==> src/rtl/inst_packer_if.sv <==
// Field-set / memory-write bus of the instruction packer.
// The slave side is the packer; the master side is the loader plus memory.
interface inst_packer_if #(
    parameter int ADDR_W = 12
);
    logic              in_valid_i;
    logic              in_ready_o;
    logic [1:0]        fmt_i;
    logic [2:0]        op_i;
    logic [2:0]        func_i;
    logic [2:0]        rd_i;
    logic [2:0]        rs_i;
    logic [2:0]        rs2_i;
    logic [7:0]        immed_i;
    logic [11:0]       addr_i;
    logic [2:0]        count_i;
    logic              load_i;
    logic [ADDR_W-1:0] base_addr_i;
    logic              mem_we_o;
    logic              mem_ready_i;
    logic [ADDR_W-1:0] mem_addr_o;
    logic [17:0]       mem_data_o;
    logic              halted_o;
    logic [15:0]       words_o;

    modport slave (
        input  in_valid_i, fmt_i, op_i, func_i, rd_i, rs_i, rs2_i, immed_i,
               addr_i, count_i, load_i, base_addr_i, mem_ready_i,
        output in_ready_o, mem_we_o, mem_addr_o, mem_data_o, halted_o, words_o
    );

    modport master (
        output in_valid_i, fmt_i, op_i, func_i, rd_i, rs_i, rs2_i, immed_i,
               addr_i, count_i, load_i, base_addr_i, mem_ready_i,
        input  in_ready_o, mem_we_o, mem_addr_o, mem_data_o, halted_o, words_o
    );
endinterface

==> src/rtl/inst_packer.sv <==
// Packs decoded instruction fields into 18-bit words, queues them in a small
// FIFO and writes them to instruction RAM at an auto-incrementing address.
module inst_packer #(
    parameter int ADDR_W = 12,
    parameter int DEPTH  = 4,
    parameter int WRAP   = 0
) (
    input  logic         clk,
    input  logic         rst,
    inst_packer_if.slave bus
);
    localparam int PTR_W = $clog2(DEPTH);
    localparam logic [ADDR_W-1:0] TOP_ADDR = '1;
    localparam logic [PTR_W:0]    FULL_CNT = (PTR_W+1)'(DEPTH);

    typedef enum logic [1:0] {
        FMT_R     = 2'd0,
        FMT_I     = 2'd1,
        FMT_J     = 2'd2,
        FMT_SHIFT = 2'd3
    } fmt_t;

    // Only op[1:0] is encoded; R and shift formats force bit 17 high.
    function automatic logic [17:0] encode(
        input logic [1:0]  fmt,
        input logic [1:0]  op,
        input logic [2:0]  func,
        input logic [2:0]  rd,
        input logic [2:0]  rs,
        input logic [2:0]  rs2,
        input logic [7:0]  immed,
        input logic [11:0] jaddr,
        input logic [2:0]  count
    );
        logic [17:0] w;
        w = '0;
        case (fmt_t'(fmt))
            FMT_R:     w = {1'b1, op, 1'b0, rd, rs, rs2, 2'b00, func};
            FMT_I:     w = {1'b0, func, rd, rs, immed};
            FMT_J:     w = {1'b0, func, 2'b00, jaddr};
            FMT_SHIFT: w = {1'b1, op, 1'b0, rd, rs, count, 2'b00, func};
            default:   w = '0;
        endcase
        return w;
    endfunction

    logic [17:0]       fifo_mem [DEPTH];
    logic [PTR_W-1:0]  wr_ptr;
    logic [PTR_W-1:0]  rd_ptr;
    logic [PTR_W:0]    cnt;
    logic              full;
    logic              empty;
    logic              push;
    logic              pop;
    logic [ADDR_W-1:0] addr_q;
    logic              halted_q;
    logic [15:0]       words_q;
    logic [17:0]       enc_word;
    logic              unused_op_msb;

    assign unused_op_msb = bus.op_i[2];

    assign enc_word = encode(bus.fmt_i, bus.op_i[1:0], bus.func_i, bus.rd_i,
                             bus.rs_i, bus.rs2_i, bus.immed_i, bus.addr_i,
                             bus.count_i);

    assign full  = (cnt == FULL_CNT);
    assign empty = (cnt == '0);
    // No bypass: a pop in the same cycle does not free a slot for the push.
    assign push  = bus.in_valid_i && !full;
    assign pop   = bus.mem_we_o && bus.mem_ready_i;

    assign bus.in_ready_o = !full;
    assign bus.mem_we_o   = !empty && !halted_q;
    assign bus.mem_data_o = empty ? 18'd0 : fifo_mem[rd_ptr];
    assign bus.mem_addr_o = addr_q;
    assign bus.halted_o   = halted_q;
    assign bus.words_o    = words_q;

    always_ff @(posedge clk) begin
        if (push) begin
            fifo_mem[wr_ptr] <= enc_word;
        end
    end

    always_ff @(posedge clk) begin
        if (rst) begin
            wr_ptr <= '0;
            rd_ptr <= '0;
            cnt    <= '0;
        end else begin
            if (push) begin
                wr_ptr <= wr_ptr + PTR_W'(1);
            end
            if (pop) begin
                rd_ptr <= rd_ptr + PTR_W'(1);
            end
            case ({push, pop})
                2'b10:   cnt <= cnt + (PTR_W+1)'(1);
                2'b01:   cnt <= cnt - (PTR_W+1)'(1);
                default: cnt <= cnt;
            endcase
        end
    end

    // Load takes priority over a concurrent write: that write lands at the
    // old address but is neither counted nor allowed to advance the address.
    always_ff @(posedge clk) begin
        if (rst) begin
            addr_q   <= '0;
            halted_q <= 1'b0;
            words_q  <= '0;
        end else if (bus.load_i) begin
            addr_q   <= bus.base_addr_i;
            halted_q <= 1'b0;
            words_q  <= '0;
        end else if (pop) begin
            if (addr_q == TOP_ADDR) begin
                if (WRAP != 0) begin
                    addr_q <= '0;
                end else begin
                    halted_q <= 1'b1;
                end
            end else begin
                addr_q <= addr_q + ADDR_W'(1);
            end
            if (words_q != 16'hFFFF) begin
                words_q <= words_q + 16'd1;
            end
        end
    end
endmodule

==> src/flat_wrapper.sv <==
// flat-port wrapper written by rule: the top's interface ports become plain ports
module inst_packer_flat 
#(
    parameter int ADDR_W = 12,
    parameter int DEPTH  = 4,
    parameter int WRAP   = 0
)
  (clk, rst, bus_in_valid_i, bus_fmt_i, bus_op_i, bus_func_i, bus_rd_i, bus_rs_i, bus_rs2_i, bus_immed_i, bus_addr_i, bus_count_i, bus_load_i, bus_base_addr_i, bus_mem_ready_i, bus_in_ready_o, bus_mem_we_o, bus_mem_addr_o, bus_mem_data_o, bus_halted_o, bus_words_o);
  inst_packer_if #(.ADDR_W(ADDR_W)) bus_i ();
  input  logic clk;
  input  logic rst;
  input wire logic [$bits(bus_i.in_valid_i)-1:0] bus_in_valid_i;
  input wire logic [$bits(bus_i.fmt_i)-1:0] bus_fmt_i;
  input wire logic [$bits(bus_i.op_i)-1:0] bus_op_i;
  input wire logic [$bits(bus_i.func_i)-1:0] bus_func_i;
  input wire logic [$bits(bus_i.rd_i)-1:0] bus_rd_i;
  input wire logic [$bits(bus_i.rs_i)-1:0] bus_rs_i;
  input wire logic [$bits(bus_i.rs2_i)-1:0] bus_rs2_i;
  input wire logic [$bits(bus_i.immed_i)-1:0] bus_immed_i;
  input wire logic [$bits(bus_i.addr_i)-1:0] bus_addr_i;
  input wire logic [$bits(bus_i.count_i)-1:0] bus_count_i;
  input wire logic [$bits(bus_i.load_i)-1:0] bus_load_i;
  input wire logic [$bits(bus_i.base_addr_i)-1:0] bus_base_addr_i;
  input wire logic [$bits(bus_i.mem_ready_i)-1:0] bus_mem_ready_i;
  output wire logic [$bits(bus_i.in_ready_o)-1:0] bus_in_ready_o;
  output wire logic [$bits(bus_i.mem_we_o)-1:0] bus_mem_we_o;
  output wire logic [$bits(bus_i.mem_addr_o)-1:0] bus_mem_addr_o;
  output wire logic [$bits(bus_i.mem_data_o)-1:0] bus_mem_data_o;
  output wire logic [$bits(bus_i.halted_o)-1:0] bus_halted_o;
  output wire logic [$bits(bus_i.words_o)-1:0] bus_words_o;
  assign bus_i.in_valid_i = bus_in_valid_i;
  assign bus_i.fmt_i = bus_fmt_i;
  assign bus_i.op_i = bus_op_i;
  assign bus_i.func_i = bus_func_i;
  assign bus_i.rd_i = bus_rd_i;
  assign bus_i.rs_i = bus_rs_i;
  assign bus_i.rs2_i = bus_rs2_i;
  assign bus_i.immed_i = bus_immed_i;
  assign bus_i.addr_i = bus_addr_i;
  assign bus_i.count_i = bus_count_i;
  assign bus_i.load_i = bus_load_i;
  assign bus_i.base_addr_i = bus_base_addr_i;
  assign bus_i.mem_ready_i = bus_mem_ready_i;
  assign bus_in_ready_o = bus_i.in_ready_o;
  assign bus_mem_we_o = bus_i.mem_we_o;
  assign bus_mem_addr_o = bus_i.mem_addr_o;
  assign bus_mem_data_o = bus_i.mem_data_o;
  assign bus_halted_o = bus_i.halted_o;
  assign bus_words_o = bus_i.words_o;
  inst_packer #(.ADDR_W(ADDR_W), .DEPTH(DEPTH), .WRAP(WRAP)) u_core (.clk(clk), .rst(rst), .bus(bus_i));
endmodule
==> config.mk <==
export PLATFORM = sky130hd
export DESIGN_NAME = inst_packer_flat
export DESIGN_NICKNAME = d
export VERILOG_FILES = /design/src/rtl/inst_packer_if.sv /design/src/rtl/inst_packer.sv /design/src/flat_wrapper.sv
export SDC_FILE = /design/constraint.sdc
export NUM_CORES = 1
export LEC_CHECK = 0
export ABC_AREA = 1
export BUFFER_PORTS_ARGS = -buffer_cell sky130_fd_sc_hd__buf_2
export CAP_MARGIN = 10
export CORE_UTILIZATION = 30
export DETAILED_ROUTE_END_ITERATION = 12
export PLACE_DENSITY = 0.59
export RECOVER_POWER = 25
export SLEW_MARGIN = 20
export SYNTH_ARGS = -nofsm -noshare
export SYNTH_HDL_FRONTEND = slang
export SYNTH_SLANG_ARGS = --single-unit
==> constraint.sdc <==
create_clock -name clk -period 4.9 [get_ports clk]
set_input_delay 0.49 -clock clk [delete_from_list [all_inputs] [get_ports clk]]
set_output_delay 0.49 -clock clk [all_outputs]
set_load 0.03 [all_outputs]
==> flow_metrics.env, run 1 <==
export IMPL_status="complete, no violations"
export IMPL_cp_data_arrival_time_ps=2890
export IMPL_yosys_area_share_adder_pct=2.92
export IMPL_seq_area_um2=2920
export IMPL_synth_compound_area_share_pct=12.4
export IMPL_nets=802
export IMPL_via_per_inst=4.64
export IMPL_cp_cell_sequence="clkinv_1 > nor2_1 > o21ai_0 > a21oi_1 > buf_2"
export IMPL_initial_core_util_pct=31.0
export IMPL_cts_buffers=9
export IMPL_powerDensity_nw_per_um2=450
export IMPL_layout_common_cells="145 x nor2_1, 118 x nand2_1, 75 x buf_2"
export IMPL_area_delta_synth_final_pct=18.5
export IMPL_rsz0062_at_grt="false"
export IMPL_fp_dieW_um=136
export IMPL_pin_count=106
export IMPL_grt_antenna_before_repair=0
export IMPL_worst_setup_path_start_kind="register"
export IMPL_root_buffer="clkbuf_16"
export IMPL_drc_errors=0
export IMPL_crit_path_end_kind="output pin"
export IMPL_ff2ff_setup_slack_ps=2500
export IMPL_h_tree_depth=3
export IMPL_num_antenna_cells=0
export IMPL_rr_startpoint="u_core.cnt[0]"
export IMPL_clk_pin_slew_ps=80
export IMPL_maxCapViolCount=0
export IMPL_gp_congestion=0.805
export IMPL_post_cts_resized=0
export IMPL_tightestPinTransition_ps=1190
export IMPL_rr_worst_depth=11
export IMPL_synth_cells=633
export IMPL_clock_path_buffers=2
export IMPL_slowest_delay_ps=860
export IMPL_io_buffers=104
export IMPL_cpLargestDelayFamily="buffers and inverters"
export IMPL_vias=4464
export IMPL_ys_warn_count=0
export IMPL_die_h_um=136
export IMPL_post_route_min_period_ps=3380
export IMPL_min_path_type="in2reg"
export IMPL_leakage_nw=2.48
export IMPL_syn_area_per_cell_um2=8.54
export IMPL_finalMaxSlewViolations=0
export IMPL_place_ws_ps=1850
export IMPL_ant_nets=0
export IMPL_mostFrequentLayoutCell="nor2_1"
export IMPL_finalInstanceArea_um2=6400
export IMPL_grt_pass1_vias=3989
export IMPL_place_area_um2=6140
export IMPL_grtUsageTotal_pct=13.9
export IMPL_die_area_um2=18500
export IMPL_slowest_stage="dfxtp_1"
export IMPL_fin_tns_setup_ps=0
export IMPL_grt_remaining_overflow=0
export IMPL_post_route_period_util_pct=68.9
export IMPL_fin_cells=963
export IMPL_max_slew_margin_pct=20.4
export IMPL_cts_tree="built"
export IMPL_whs_ps=440
export IMPL_worst_hold_path_endpoint="u_core.bus.mem_addr_o[4]"
export IMPL_drt_total_wl_mm=12.6
export IMPL_r2r_end="u_core.cnt[2]"
export IMPL_p_total_mw=2.88
export IMPL_ys_ff_latch=110
export IMPL_max_freq_mhz=296
export IMPL_drive_above_1_share_pct=15.9
export IMPL_post_place_cells=947
export IMPL_core_area_um2=17400
export IMPL_synth_edff_count=72
export IMPL_post_drt_wl_per_cell_um=13.1
export IMPL_dp_hpwl_mm=8.44
export IMPL_critPathBufInv=2
export IMPL_skew_ps=9.54
export IMPL_grt_max_degree=38
export IMPL_synth_top_family_by_area="simple AND/OR/NAND/NOR gates"
export IMPL_drt_iter0_markers=190
export IMPL_async_flop_share_pct=0
export IMPL_synth_mux_area_fraction_pct=0.185
export IMPL_dr_pass1_iters=5
export IMPL_syn_nets=702
export IMPL_cts_setup_buffers=0
export IMPL_hp_start="rst"
export IMPL_multi_input_area_um2=2160
export IMPL_rows=48
export IMPL_yosys_area_share_simple_pct=23.6
export IMPL_critPathMaxFanout=19
export IMPL_seq_area_frac_synth_pct=54.1
export IMPL_grt_pass1_wl_mm=19.9
export IMPL_nFillCells=1818
export IMPL_ys_flop_type="edfxtp_1"
export IMPL_yosys_cell_types_count=37
export IMPL_clock_latency_ps=350
export IMPL_ctsHoldBuffers=0
export IMPL_worst_endpoint_required_ps=4410
export IMPL_setup_slack_ps=1520
export IMPL_cts_sinks=110
export IMPL_hold_viol_final=0
export IMPL_setup_viol=0
export IMPL_whs_path_depth=2
export IMPL_final_util_pct=36.7
export IMPL_crit_type="reg2out"
export IMPL_yosys_area_share_xor_xnor_pct=1.30
export IMPL_vdd_drop_max_uv=222
export IMPL_synth_area_um2=5400
## worst register-to-register path, stage by stage (launching register included)
cell        delay (ps)
dfxtp_1            370
nor2_1              80
nand2_1            130
nand3_1            210
clkinvlp_2         380
ha_1               210
inv_1               60
fa_1               370
a21oi_1            150
o21ai_0            110
o21ai_0            160
a21oi_1             50
## logic make-up (layout without fill, tap and decap cells)
group,Yosys count,count (layout)
adders and majority gates,12,12
muxes,1,1
AOI/OAI and AO/OA,122,122
xor gates and xnor gates,8,8
DFF,110,110
and+or+nand+nor,308,308
buffers and inverters,72,177
## registers in the layout (all words and copies together), names as in the netlist, named ones only
register / flops
u_core.fifo_mem: 72
u_core.bus.words_o: 16
u_core.bus.mem_addr_o: 12
u_core.cnt: 3
u_core.rd_ptr: 2
u_core.wr_ptr: 2
u_core.bus.halted_o: 1
## metal layers
layer / vias to the layer above / wire [µm] / GRT usage, %
li1: 2293 / - / -
met4: 0 / 141 / 4.14
met3: 10 / 587 / 3.17
met1: 2054 / 5930 / 17.5
met5: - / 0 / 0
met2: 107 / 5990 / 23.7
## cells in the mapped netlist (2+ instances only)
cell	instances	area (µm²)
a21oi_1	44	220
nor2_1	145	544
dfxtp_1	38	761
a31oi_1	3	18.8
edfxtp_1	72	2160
a22o_1	2	17.5
nor2_2	2	12.5
xor2_1	6	52.6
nand2_4	2	22.5
inv_1	46	173
nand2_1	116	435
nand3_1	23	115
clkbuf_1	8	30.0
inv_2	2	7.51
buf_4	2	15.0
ha_1	11	138
nand4_1	5	31.3
clkinv_1	3	11.3
o21a_1	2	15.0
nor2_4	2	22.5
nand3b_1	2	15.0
a21oi_2	7	61.3
nand2_2	7	43.8
buf_2	8	40.0
o21ai_0	60	300
nor3_1	3	15.0
xnor2_1	2	17.5
## layout make-up
type                    instances  area share (%)
inverters                      52            3.07
repair buffers                109            8.09
clock inverters                 7            1.43
multi-input cells             451            33.8
well taps                     225            4.40
clock buffers                   9            3.52
flip-flops and latches        110            45.7
## power breakdown
| part | internal, mW | total [mW] | switching [mW] |
|---|---|---|---|
| sequential | 1.09 | 1.15 | 0.0539 |
| combinational | 0.249 | 0.978 | 0.729 |
| clock | 0.373 | 0.753 | 0.380 |
| total | 1.72 | 2.88 | 1.16 |
## how the worst max path moves through the flow
stage                              from                     to  slack (ps)  depth (start not counted)
after floorplan           u_core.cnt[0]  u_core.fifo_mem[0][0]        2820                          4
after global routing           register     bus_mem_data_o[15]        1270                          5
after global placement         register      bus_mem_data_o[4]        1850                          5
final                          register     bus_mem_data_o[17]        1520                          5
after detailed placement       register      bus_mem_data_o[4]        1850                          5
after CTS                      register      bus_mem_data_o[4]        1450                          5
No activity file was read; power rests on OpenSTA's default activity.
==> run 2, diff against run 1 <==
--- a/config.mk
+++ b/config.mk
@@ -5,12 +5,12 @@
 export SDC_FILE = /design/constraint.sdc
 export NUM_CORES = 1
 export LEC_CHECK = 0
-export ABC_AREA = 1
+export ABC_AREA = 0
 export BUFFER_PORTS_ARGS = -buffer_cell sky130_fd_sc_hd__buf_2
 export CAP_MARGIN = 10
 export CORE_UTILIZATION = 30
 export DETAILED_ROUTE_END_ITERATION = 12
-export PLACE_DENSITY = 0.59
+export PLACE_DENSITY = 0.61
 export RECOVER_POWER = 25
 export SLEW_MARGIN = 20
 export SYNTH_ARGS = -nofsm -noshare
==> constraint.sdc (replaced) <==
create_clock -name clk -period 3 [get_ports clk]
set_input_delay 0.3 -clock clk [delete_from_list [all_inputs] [get_ports clk]]
set_output_delay 0.3 -clock clk [all_outputs]
set_load 0.03 [all_outputs]
==> run 2 against run 1 <==
  * Sequential power rose by 63%
  * Setup slack got worse by 990 ps
  * Register-to-register slack got worse by 2000 ps
  * Sequential cell count did not move
  * Cell count fell by 23%
  * Combinational power rose by 55%
  * Critical path type is now reg2reg
  * Critical endpoint is now u_core.cnt[2]
  * Largest power group unchanged
  * Highest routed layer unchanged
==> flow_metrics.env, run 2 <==
export IMPL_vias=3784
export IMPL_ctsHoldBuffers=0
export IMPL_finalMaxSlewViolations=0
export IMPL_crit_type="reg2reg"
export IMPL_grt_max_degree=31
export IMPL_pwr_share_comb_pct=33.3
export IMPL_die_h_um=133
export IMPL_yosys_top_cells_count="72 x edfxtp_1, 38 x dfxtp_1, 32 x nand2_1, 21 x and2_1, 20 x inv_1"
export IMPL_worst_setup_path_start_kind="register"
export IMPL_nets=588
export IMPL_syn_nets=484
export IMPL_core_area_um2=16700
export IMPL_ant_nets=0
export IMPL_crit_path_end_kind="register"
export IMPL_via_per_inst=5.09
export IMPL_pin_count=106
export IMPL_ys_flop_type="edfxtp_1"
export IMPL_largest_register_ffs=72
export IMPL_vdd_drop_max_uv=373
export IMPL_synth_top_area_share_pct=42.0
export IMPL_worst_endpoint_required_ps=3280
export IMPL_synth_edff_count=72
export IMPL_cp_startpoint="u_core.cnt[0]"
export IMPL_cts_sinks=110
export IMPL_ys_warn_count=0
export IMPL_rr_worst_depth=9
export IMPL_die_area_um2=17700
export IMPL_critPathMaxFanout=6
export IMPL_root_buffer="clkbuf_16"
export IMPL_synth_cells=415
export IMPL_gp_congestion=0.804
export IMPL_area_delta_synth_final_pct=20.4
export IMPL_place_ws_ps=569
export IMPL_seq_area_frac_synth_pct=56.7
export IMPL_async_flop_share_pct=0
export IMPL_max_slew_margin_pct=41.0
export IMPL_setup_slack_ps=538
export IMPL_regMostFlops="u_core.fifo_mem"
export IMPL_grtUsageTotal_pct=13.8
export IMPL_post_cts_resized=0
export IMPL_min_path_type="in2reg"
export IMPL_drc_errors=0
export IMPL_cts_setup_buffers=0
export IMPL_seq_power_share_pct=41.0
export IMPL_switchingPower_mw=1.62
export IMPL_dp_hpwl_mm=8.32
export IMPL_yosys_area_top_type="edfxtp_1"
export IMPL_status="complete, no violations"
export IMPL_fp_dieW_um=133
export IMPL_fin_tns_setup_ps=0
export IMPL_grt_remaining_overflow=0
export IMPL_worst_hold_path_endpoint="u_core.bus.mem_addr_o[11]"
export IMPL_drive_above_1_share_pct=24.0
export IMPL_hp_start="bus_base_addr_i[11]"
export IMPL_leakage_nw=2.23
export IMPL_ff2ff_setup_slack_ps=540
export IMPL_fin_cells=744
export IMPL_switching_share_pct=35.6
export IMPL_io_buffers=104
export IMPL_drt_iter0_markers=190
export IMPL_skew_ps=9.41
export IMPL_maxCapViolCount=0
export IMPL_synth_area_leaders="edfxtp_1 42%, dfxtp_1 15%, mux4_2 7.9%"
export IMPL_whs_path_depth=3
export IMPL_hold_viol_final=0
export IMPL_grt_antenna_before_repair=0
export IMPL_cts_buffers=9
export IMPL_grt_pass1_wl_mm=18.9
export IMPL_grt_pass1_vias=3673
export IMPL_setup_viol=0
export IMPL_post_route_min_period_ps=2460
export IMPL_h_tree_depth=3
export IMPL_cts_tree="built"
export IMPL_mostFrequentLayoutCell="buf_2"
export IMPL_internal_power_mw=2.94
export IMPL_rsz0062_at_grt="false"
export IMPL_num_antenna_cells=0
export IMPL_layout_common_cells="74 x buf_2, 72 x edfxtp_1, 38 x dfxtp_1"
export IMPL_r2r_end="u_core.cnt[2]"
export IMPL_drt_total_wl_mm=12.0
export IMPL_rr_startpoint="u_core.cnt[0]"
export IMPL_synth_area_um2=5150
export IMPL_yosys_cell_types_count=55
export IMPL_p_clk_share_pct=25.7
export IMPL_rows=47
export IMPL_syn_area_per_cell_um2=12.4
export IMPL_clk_pin_slew_ps=80
export IMPL_max_freq_mhz=406
export IMPL_post_place_cells=728
export IMPL_clock_latency_ps=350
export IMPL_post_route_period_util_pct=82.1
export IMPL_dr_pass1_iters=5
export IMPL_tightestPinTransition_ps=881
export IMPL_post_drt_wl_per_cell_um=16.1
export IMPL_ys_ff_latch=110
export IMPL_cp_data_arrival_time_ps=2740
export IMPL_clock_path_buffers=2
export IMPL_initial_core_util_pct=30.9
export IMPL_synth_most_common_cell="edfxtp_1"
export IMPL_powerDensity_nw_per_um2=735
## run 2: changes by cell type after synthesis, sizes merged, moves of 21 or more
cell,previous run,this run
a21oi,51,19
o21ai,62,6
inv,49,21
and2,0,21
nor2,149,18
nand2,125,33
## run 2: worst max-delay path by stage
stage | endpoint | slack, ps | depth (start not counted)
2_1_floorplan | u_core.cnt[2] | 580 | 9
3_3_place_gp | u_core.cnt[2] | 670 | 9
3_5_place_dp | u_core.cnt[2] | 570 | 9
4_1_cts | u_core.cnt[2] | 550 | 9
5_1_grt | u_core.cnt[2] | 420 | 9
6_report | u_core.cnt[2] | 540 | 9
## run 2: logic make-up (layout without fill, tap and decap cells)
| family | Yosys count | after routing | share of synthesized area (%) |
|---|---|---|---|
| AOI/OAI and AO/OA | 69 | 69 | 9.64 |
| xor gates and xnor gates | 5 | 5 | 0.850 |
| buffers and inverters | 43 | 152 | 3.28 |
| muxes | 32 | 32 | 10.6 |
| and+or+nand+nor | 144 | 144 | 15.9 |
| adders and majority gates | 12 | 12 | 3.06 |
| DFF | 110 | 110 | 56.7 |
## run 2: area by class of cell
class / instances / area [µm²]
clock buffer: 9 / 225
clock inverter: 7 / 73.8
fill: 1675 / 10500
inverter: 21 / 78.8
multi-input combinational: 262 / 2060
sequential: 110 / 2920
tap: 220 / 275
timing repair buffer: 115 / 566
## run 2: metrics by stage
step	hold WS (ps)	util, %	area, µm²	total power, mW
after floorplan	446	-	5150	2.99
after global placement	472	35.6	5940	3.42
after detailed placement	499	35.6	5940	3.45
after CTS	169	37.4	6240	4.63
after global routing	206	37.1	6200	4.80
final	186	37.1	6200	4.56
## run 2: worst max-delay path, cell delays in order, from the launching register on
cell and delay (ps):
dfxtp_1 360, or3b_1 460, and2_0 230, inv_1 90, ha_1 190, inv_1 60, fa_1 390, xor2_1 160
or3_1 300, a21oi_1 140
## run 2: power by group through the flow
stage               sequential, mW  clock (mW)  combinational, mW
floorplan                     1.91           0               1.08
global placement              1.89           0               1.52
detailed placement            1.90           0               1.55
CTS                           1.87        1.21               1.55
global route                  1.88        1.27               1.64
finish                        1.87        1.17               1.52
## run 2: metal layers
| metal | share of wire (%) | vias to the layer above | global-route usage, % |
|---|---|---|---|
| met5 | 0 | - | 0 |
| met3 | 5.8 | 8 | 3.49 |
| met2 | 50 | 145 | 23.8 |
| met4 | 0.83 | 0 | 4.41 |
| met1 | 44 | 1838 | 16.9 |
| li1 | - | 1793 | - |
